--- src/rtl/rx_organizer_ctrl.sv ---
// ---------------------------------------------------------------------------
// rx_organizer_ctrl
//
// Sequencer in front of the 20-bank receive sample organizer. It registers
// incoming ADC samples and emits the per-sample write trigger together with
// the bank index being written. Once every bank holds a full window it launches
// one read sweep per completed group of NUM_BANKS samples, and it raises a
// sticky overrun flag when a group completes while a sweep is still running.
//
// Ports
//   crx_clk           system clock
//   rrx_rst           synchronous, active-high reset
//   erx_en            global enable; low freezes all sequencing
//   idata_in          signed input sample
//   idata_valid       idata_in valid this cycle
//   odata_to_ram      registered sample to the organizer data input
//   onew_sample_trig  one-cycle write trigger to the organizer
//   obank_sel         bank receiving the current trigger
//   oprimed           all banks filled once (sticky)
//   osweep_start      one-cycle pulse on the first sweep cycle
//   osweep_active     high while a sweep is running
//   osweep_addr       sweep index, 0..MEMORY_LENGTH-1
//   osweep_last       high on the final sweep cycle
//   ooverrun          sticky overrun flag
//
// Optional build macro RX_ORG_CTRL_STATS_EN adds:
//   osweep_count      completed sweeps, saturating at 0xFFFF
//   odrop_count       dropped group completions, saturating at 0xFFFF
//
// States
//   S_FILL  | banks not yet filled once; waiting for primed
//   S_IDLE  | primed, waiting for a group completion
//   S_SWEEP | read sweep running, osweep_addr advancing
// ---------------------------------------------------------------------------
module rx_organizer_ctrl #(
    parameter int NUM_BANKS     = 20,
    parameter int MEMORY_LENGTH = 510,
    parameter int BANK_W        = 5,
    parameter int ADDR_W        = 9
) (
    input  logic                     crx_clk,
    input  logic                     rrx_rst,
    input  logic                     erx_en,
    input  logic signed [15:0]       idata_in,
    input  logic                     idata_valid,
    output logic signed [15:0]       odata_to_ram,
    output logic                     onew_sample_trig,
    output logic [BANK_W-1:0]        obank_sel,
    output logic                     oprimed,
    output logic                     osweep_start,
    output logic                     osweep_active,
    output logic [ADDR_W-1:0]        osweep_addr,
    output logic                     osweep_last,
    output logic                     ooverrun
`ifdef RX_ORG_CTRL_STATS_EN
    ,
    output logic [15:0]              osweep_count,
    output logic [15:0]              odrop_count
`endif
);

    localparam int FILL_MAX = NUM_BANKS * MEMORY_LENGTH;
    localparam int FILL_W   = $clog2(FILL_MAX + 1);

    localparam logic [BANK_W-1:0] BANK_LAST = BANK_W'(NUM_BANKS - 1);
    localparam logic [ADDR_W-1:0] ADDR_LAST = ADDR_W'(MEMORY_LENGTH - 1);
    localparam logic [FILL_W-1:0] FILL_TOP  = FILL_W'(FILL_MAX);
    localparam logic [FILL_W-1:0] FILL_LAST = FILL_W'(FILL_MAX - 1);

    typedef enum logic [1:0] {
        S_FILL  = 2'd0,
        S_IDLE  = 2'd1,
        S_SWEEP = 2'd2
    } state_t;

    state_t              state_q, state_d;
    logic [ADDR_W-1:0]   addr_q, addr_d;
    logic                start_q, start_d;
    logic                overrun_q, overrun_d;

    logic signed [15:0]  data_q;
    logic                trig_q;
    logic [BANK_W-1:0]   bank_q;
    logic [FILL_W-1:0]   fill_q;
    logic                primed_q;

    logic                accept;
    logic                completion;
    logic                prime_now;
    logic                sweep_end;

    assign accept     = idata_valid & erx_en;
    // A group completes on the trigger that writes the last bank.
    assign completion = trig_q && (bank_q == BANK_LAST);
    // fill_q hits FILL_LAST exactly once per fill, so this fires only once.
    assign prime_now  = trig_q && (fill_q == FILL_LAST);
    assign sweep_end  = (state_q == S_SWEEP) && (addr_q == ADDR_LAST);

    // Write path and fill tracking. Every register holds while erx_en is low,
    // so a pending trigger is deferred rather than lost.
    always_ff @(posedge crx_clk) begin
        if (rrx_rst) begin
            data_q   <= '0;
            trig_q   <= 1'b0;
            bank_q   <= '0;
            fill_q   <= '0;
            primed_q <= 1'b0;
        end else if (erx_en) begin
            trig_q <= accept;
            if (accept) begin
                data_q <= idata_in;
            end
            if (trig_q) begin
                bank_q <= (bank_q == BANK_LAST) ? '0 : bank_q + BANK_W'(1);
                if (fill_q != FILL_TOP) begin
                    fill_q <= fill_q + FILL_W'(1);
                end
            end
            if (prime_now) begin
                primed_q <= 1'b1;
            end
        end
    end

    // FSM state register
    always_ff @(posedge crx_clk) begin
        if (rrx_rst) begin
            state_q   <= S_FILL;
            addr_q    <= '0;
            start_q   <= 1'b0;
            overrun_q <= 1'b0;
        end else if (erx_en) begin
            state_q   <= state_d;
            addr_q    <= addr_d;
            start_q   <= start_d;
            overrun_q <= overrun_d;
        end
    end

    // FSM next-state logic
    always_comb begin
        state_d   = state_q;
        addr_d    = addr_q;
        start_d   = 1'b0;
        overrun_d = overrun_q;
        case (state_q)
            S_FILL: begin
                if (prime_now) begin
                    if (completion) begin
                        state_d = S_SWEEP;
                        start_d = 1'b1;
                        addr_d  = '0;
                    end else begin
                        state_d = S_IDLE;
                    end
                end
            end
            S_IDLE: begin
                if (completion) begin
                    state_d = S_SWEEP;
                    start_d = 1'b1;
                    addr_d  = '0;
                end
            end
            S_SWEEP: begin
                if (sweep_end) begin
                    addr_d = '0;
                    // Completion on the last cycle chains a new sweep with no gap.
                    if (completion) begin
                        state_d = S_SWEEP;
                        start_d = 1'b1;
                    end else begin
                        state_d = S_IDLE;
                    end
                end else begin
                    addr_d = addr_q + ADDR_W'(1);
                    // Completion mid-sweep is dropped, not queued.
                    if (completion) begin
                        overrun_d = 1'b1;
                    end
                end
            end
            default: begin
                state_d = S_FILL;
                addr_d  = '0;
            end
        endcase
    end

    // FSM outputs; pulses are masked while frozen
    always_comb begin
        onew_sample_trig = trig_q & erx_en;
        osweep_start     = start_q & erx_en;
        osweep_active    = (state_q == S_SWEEP);
        osweep_addr      = addr_q;
        osweep_last      = sweep_end & erx_en;
    end

    assign odata_to_ram = data_q;
    assign obank_sel    = bank_q;
    assign oprimed      = primed_q;
    assign ooverrun     = overrun_q;

`ifdef RX_ORG_CTRL_STATS_EN
    logic [15:0] sweep_cnt_q;
    logic [15:0] drop_cnt_q;

    always_ff @(posedge crx_clk) begin
        if (rrx_rst) begin
            sweep_cnt_q <= '0;
            drop_cnt_q  <= '0;
        end else if (erx_en) begin
            if (sweep_end && (sweep_cnt_q != 16'hFFFF)) begin
                sweep_cnt_q <= sweep_cnt_q + 16'd1;
            end
            if ((state_q == S_SWEEP) && !sweep_end && completion &&
                (drop_cnt_q != 16'hFFFF)) begin
                drop_cnt_q <= drop_cnt_q + 16'd1;
            end
        end
    end

    assign osweep_count = sweep_cnt_q;
    assign odrop_count  = drop_cnt_q;
`endif

endmodule
--- config.mk ---
export PLATFORM = sky130hd
export DESIGN_NAME = rx_organizer_ctrl
export DESIGN_NICKNAME = d
export VERILOG_FILES = /design/src/rtl/rx_organizer_ctrl.sv
export SDC_FILE = /design/constraint.sdc
export NUM_CORES = 1
export LEC_CHECK = 0
export ABC_AREA = 1
export ABC_CLOCK_PERIOD_IN_PS = 2300
export BUFFER_PORTS_ARGS = -buffer_cell sky130_fd_sc_hd__buf_4
export CAP_MARGIN = 10
export CORE_MARGIN = 2
export CORE_UTILIZATION = 50
export DETAILED_ROUTE_END_ITERATION = 10
export GPL_TIMING_DRIVEN = 0
export PLACE_DENSITY = 0.74
export SLEW_MARGIN = 0
export SYNTH_ARGS = -nofsm -noshare
export SYNTH_HDL_FRONTEND = slang
export SYNTH_SLANG_ARGS = --single-unit
export TNS_END_PERCENT = 5
--- constraint.sdc ---
create_clock -name crx_clk -period 2.3 [get_ports crx_clk]
set_clock_uncertainty 0.2 [all_clocks]
set_input_delay 0.46 -clock crx_clk [delete_from_list [all_inputs] [get_ports crx_clk]]
set_output_delay 0.46 -clock crx_clk [all_outputs]
set_load 0.1 [all_outputs]
==> flow_summary.ini <==
[outcome]
status = complete, no violations

[critical_path]
crit_end = osweep_last
cp.required_ns = 1.64
r2r-end = fill_q[10]
start_kind = flop
end_kind = output pin
rr_worst_depth = 10
r2r_setup_slack_ns = 0.53
startpoint = osweep_addr[4]
worstPathArrival_ns = 1.51
critPathKind = flop to output pin
worstReg2RegStart = fill_q[0]
cp_max_fo = 7

[routing]
viasPerCell = 4.83
ant_nets = 0
routedWlPerCell_um = 10.5
drc = 0
firstDrtPassIters = 4
wl_um = 5370
dr.first_iter.drc_count = 102
num_vias = 2462

[grt]
antenna_found_initial = 0
grt_max_degree = 16
overflow = 0
grt_pass1_vias = 2068
gr-usage-all-layers_pct = 19.4
grt_pass1_wl_um = 8740

[power_and_ir_drop]
power_density_nw_per_um2 = 538
peakVddDrop_v = 0.000367
p_leak_nw = 1.36

[sta]
post-route-period-util_pct = 94.4
holdWs_ns = 0.147
finalCriticalPeriod_ns = 2.17
setup_viol = 0
slew_viol_final = 0
clock.fmax_mhz = 461
fin_ws_ns = 0.129
worstMarginPinSlew_ns = 0.554
slew_headroom_pct = 63.1
grt_setup_unrepaired = false
final-hold-violation-count = 0

[cells_and_area]
final_cell_mix = nand2_1 (79), nor2_1 (67), buf_4 (53), dfxtp_1 (40), inv_1 (37)
n_antenna_cell = 0
multi_input_area_um2 = 1350
mostFrequentLayoutCell = nand2_1
nFillCells = 479
nNetsFinal = 464
drive_above_1_share_pct = 23.6
synthToLayoutAreaGrowth_pct = 25.2
utilization_pct = 63.9
seqCellArea_um2 = 1030

[cts]
cts_tree = yes
clk_transition_reported_paths_ns = 0.08
insertion_delay_ns = 0.30
htreeDepth = 2
cts_root_buffer = clkbuf_8
cts.sinks = 50
numCtsBuffers = 5
clk_path_buf_depth = 2
cts_setup_buffers = 0

[die]
io_pins = 56
core_um2 = 5040
num_rows = 26
fp.dieH_um = 75.8
initial_utilization_pct = 51.1
die_w_um = 75.8
dieArea_um2 = 5740

[yosys]
synthesis.area_um2 = 2570
synth_edf_count = 0
ys_warn_count = 0
ys.flop_type = dfxtp_1
ys_seq_area_share_pct = 38.9
syn-num-nets = 403
syn_avg_cell_area_um2 = 6.81
ys_types = 31
synth_cells = 378
synth-async-reset-ratio_pct = 0
synth_seq_cells = 50

[placed_design]
port_buffers = 54
hpwl_um = 4100
pre_cts_slack_ns = 0.331
gp_congestion = 0.883

[hold_path]
hp-class = input port to flop
hold_start = rrx_rst

[run]
cap_violations = 0
## layout make-up
cell class / instances / area share, %
Multi-Input combinational cell: 272 / 42.0
Clock buffer: 6 / 2.91
Timing Repair Buffer: 54 / 12.7
Clock inverter: 2 / 0.311
Buffer: 11 / 2.14
Sequential cell: 50 / 31.9
Tap cell: 70 / 2.72
Inverter: 45 / 5.32
## layer usage
metal	routed length [µm]	share of wire, %	up-vias	track usage, %
li1	-	-	1316	-
met3	338	6.3	7	5.95
met5	0	0	-	0
met1	2480	46	1080	24.2
met4	57	1.1	0	5.07
met2	2490	46	59	32.5
## through the flow
step                      power, mW  setup TNS, ns  area (µm²)  cells
after floorplan                1.12         -0.685        2620    378
after global placement         1.20              0        3120    502
after detailed placement       1.20              0        3120    502
after CTS                      1.76              0        3220    510
after global routing           1.81              0        3220    510
final                          1.73              0        3220    510
## worst min path at each step
stage,end,cells after the start
final,osweep_addr[1],2
after global routing,osweep_addr[1],2
after CTS,osweep_addr[1],2
after detailed placement,fill_q[12],2
after global placement,fill_q[12],2
after floorplan,fill_q[12],2
## cells in the mapped netlist (all sizes together), types with 2 or more instances
cell	n	area share (%)
ha	5	2.4
clkinv	2	0.29
nor3	7	1.6
nand4	5	1.2
buf	7	1.8
nand3	26	5.6
dfxtp	50	39
xor2	7	2.4
o21ai	24	4.8
xnor2	3	1.0
a21oi	26	5.5
inv	43	6.3
and3	2	0.49
nand2	85	13
nand3b	5	1.5
clkbuf	4	0.58
nor2	73	12
## critical path, cell delays in order (launching register included)
cell and delay [ns]:
dfxtp_4 0.39, nand2_2 0.08, nor2_4 0.16, nand4_1 0.15, nor3_4 0.20, buf_6 0.24
## cells by family (layout without fill, tap and decap cells)
| family | after synthesis | after routing | synth area share [%] |
|---|---|---|---|
| DFF | 50 | 50 | 38.9 |
| adders and majority gates | 5 | 5 | 2.43 |
| AOI/OAI and AO/OA | 52 | 52 | 10.8 |
| xor gates and xnor gates | 10 | 10 | 3.40 |
| and+or+nand+nor | 205 | 205 | 35.5 |
| buffers and inverters | 56 | 118 | 8.99 |
## sequential cells by signal, summed over array words and instances (netlist names)
register      cells
fill_q           14
obank_sel         5
ooverrun          1
start_q           1
osweep_addr       9
oprimed           1
odata_to_ram     16
state_q           2
trig_q            1
## what timing repair did
action,in CTS,in global routing
gates resized for setup,0,1
setup endpoints to repair,0,1
hold buffers,0,0
## power breakdown
| group | internal [mW] | switching, mW | total, mW | leakage, nW |
|---|---|---|---|---|
| logic | 0.0689 | 0.214 | 0.283 | 0.892 |
| registers | 0.880 | 0.0134 | 0.894 | 0.413 |
| clock network | 0.277 | 0.280 | 0.557 | 0.0561 |
| total | 1.23 | 0.508 | 1.73 | 1.36 |
Power figures use the tool's default switching activity.
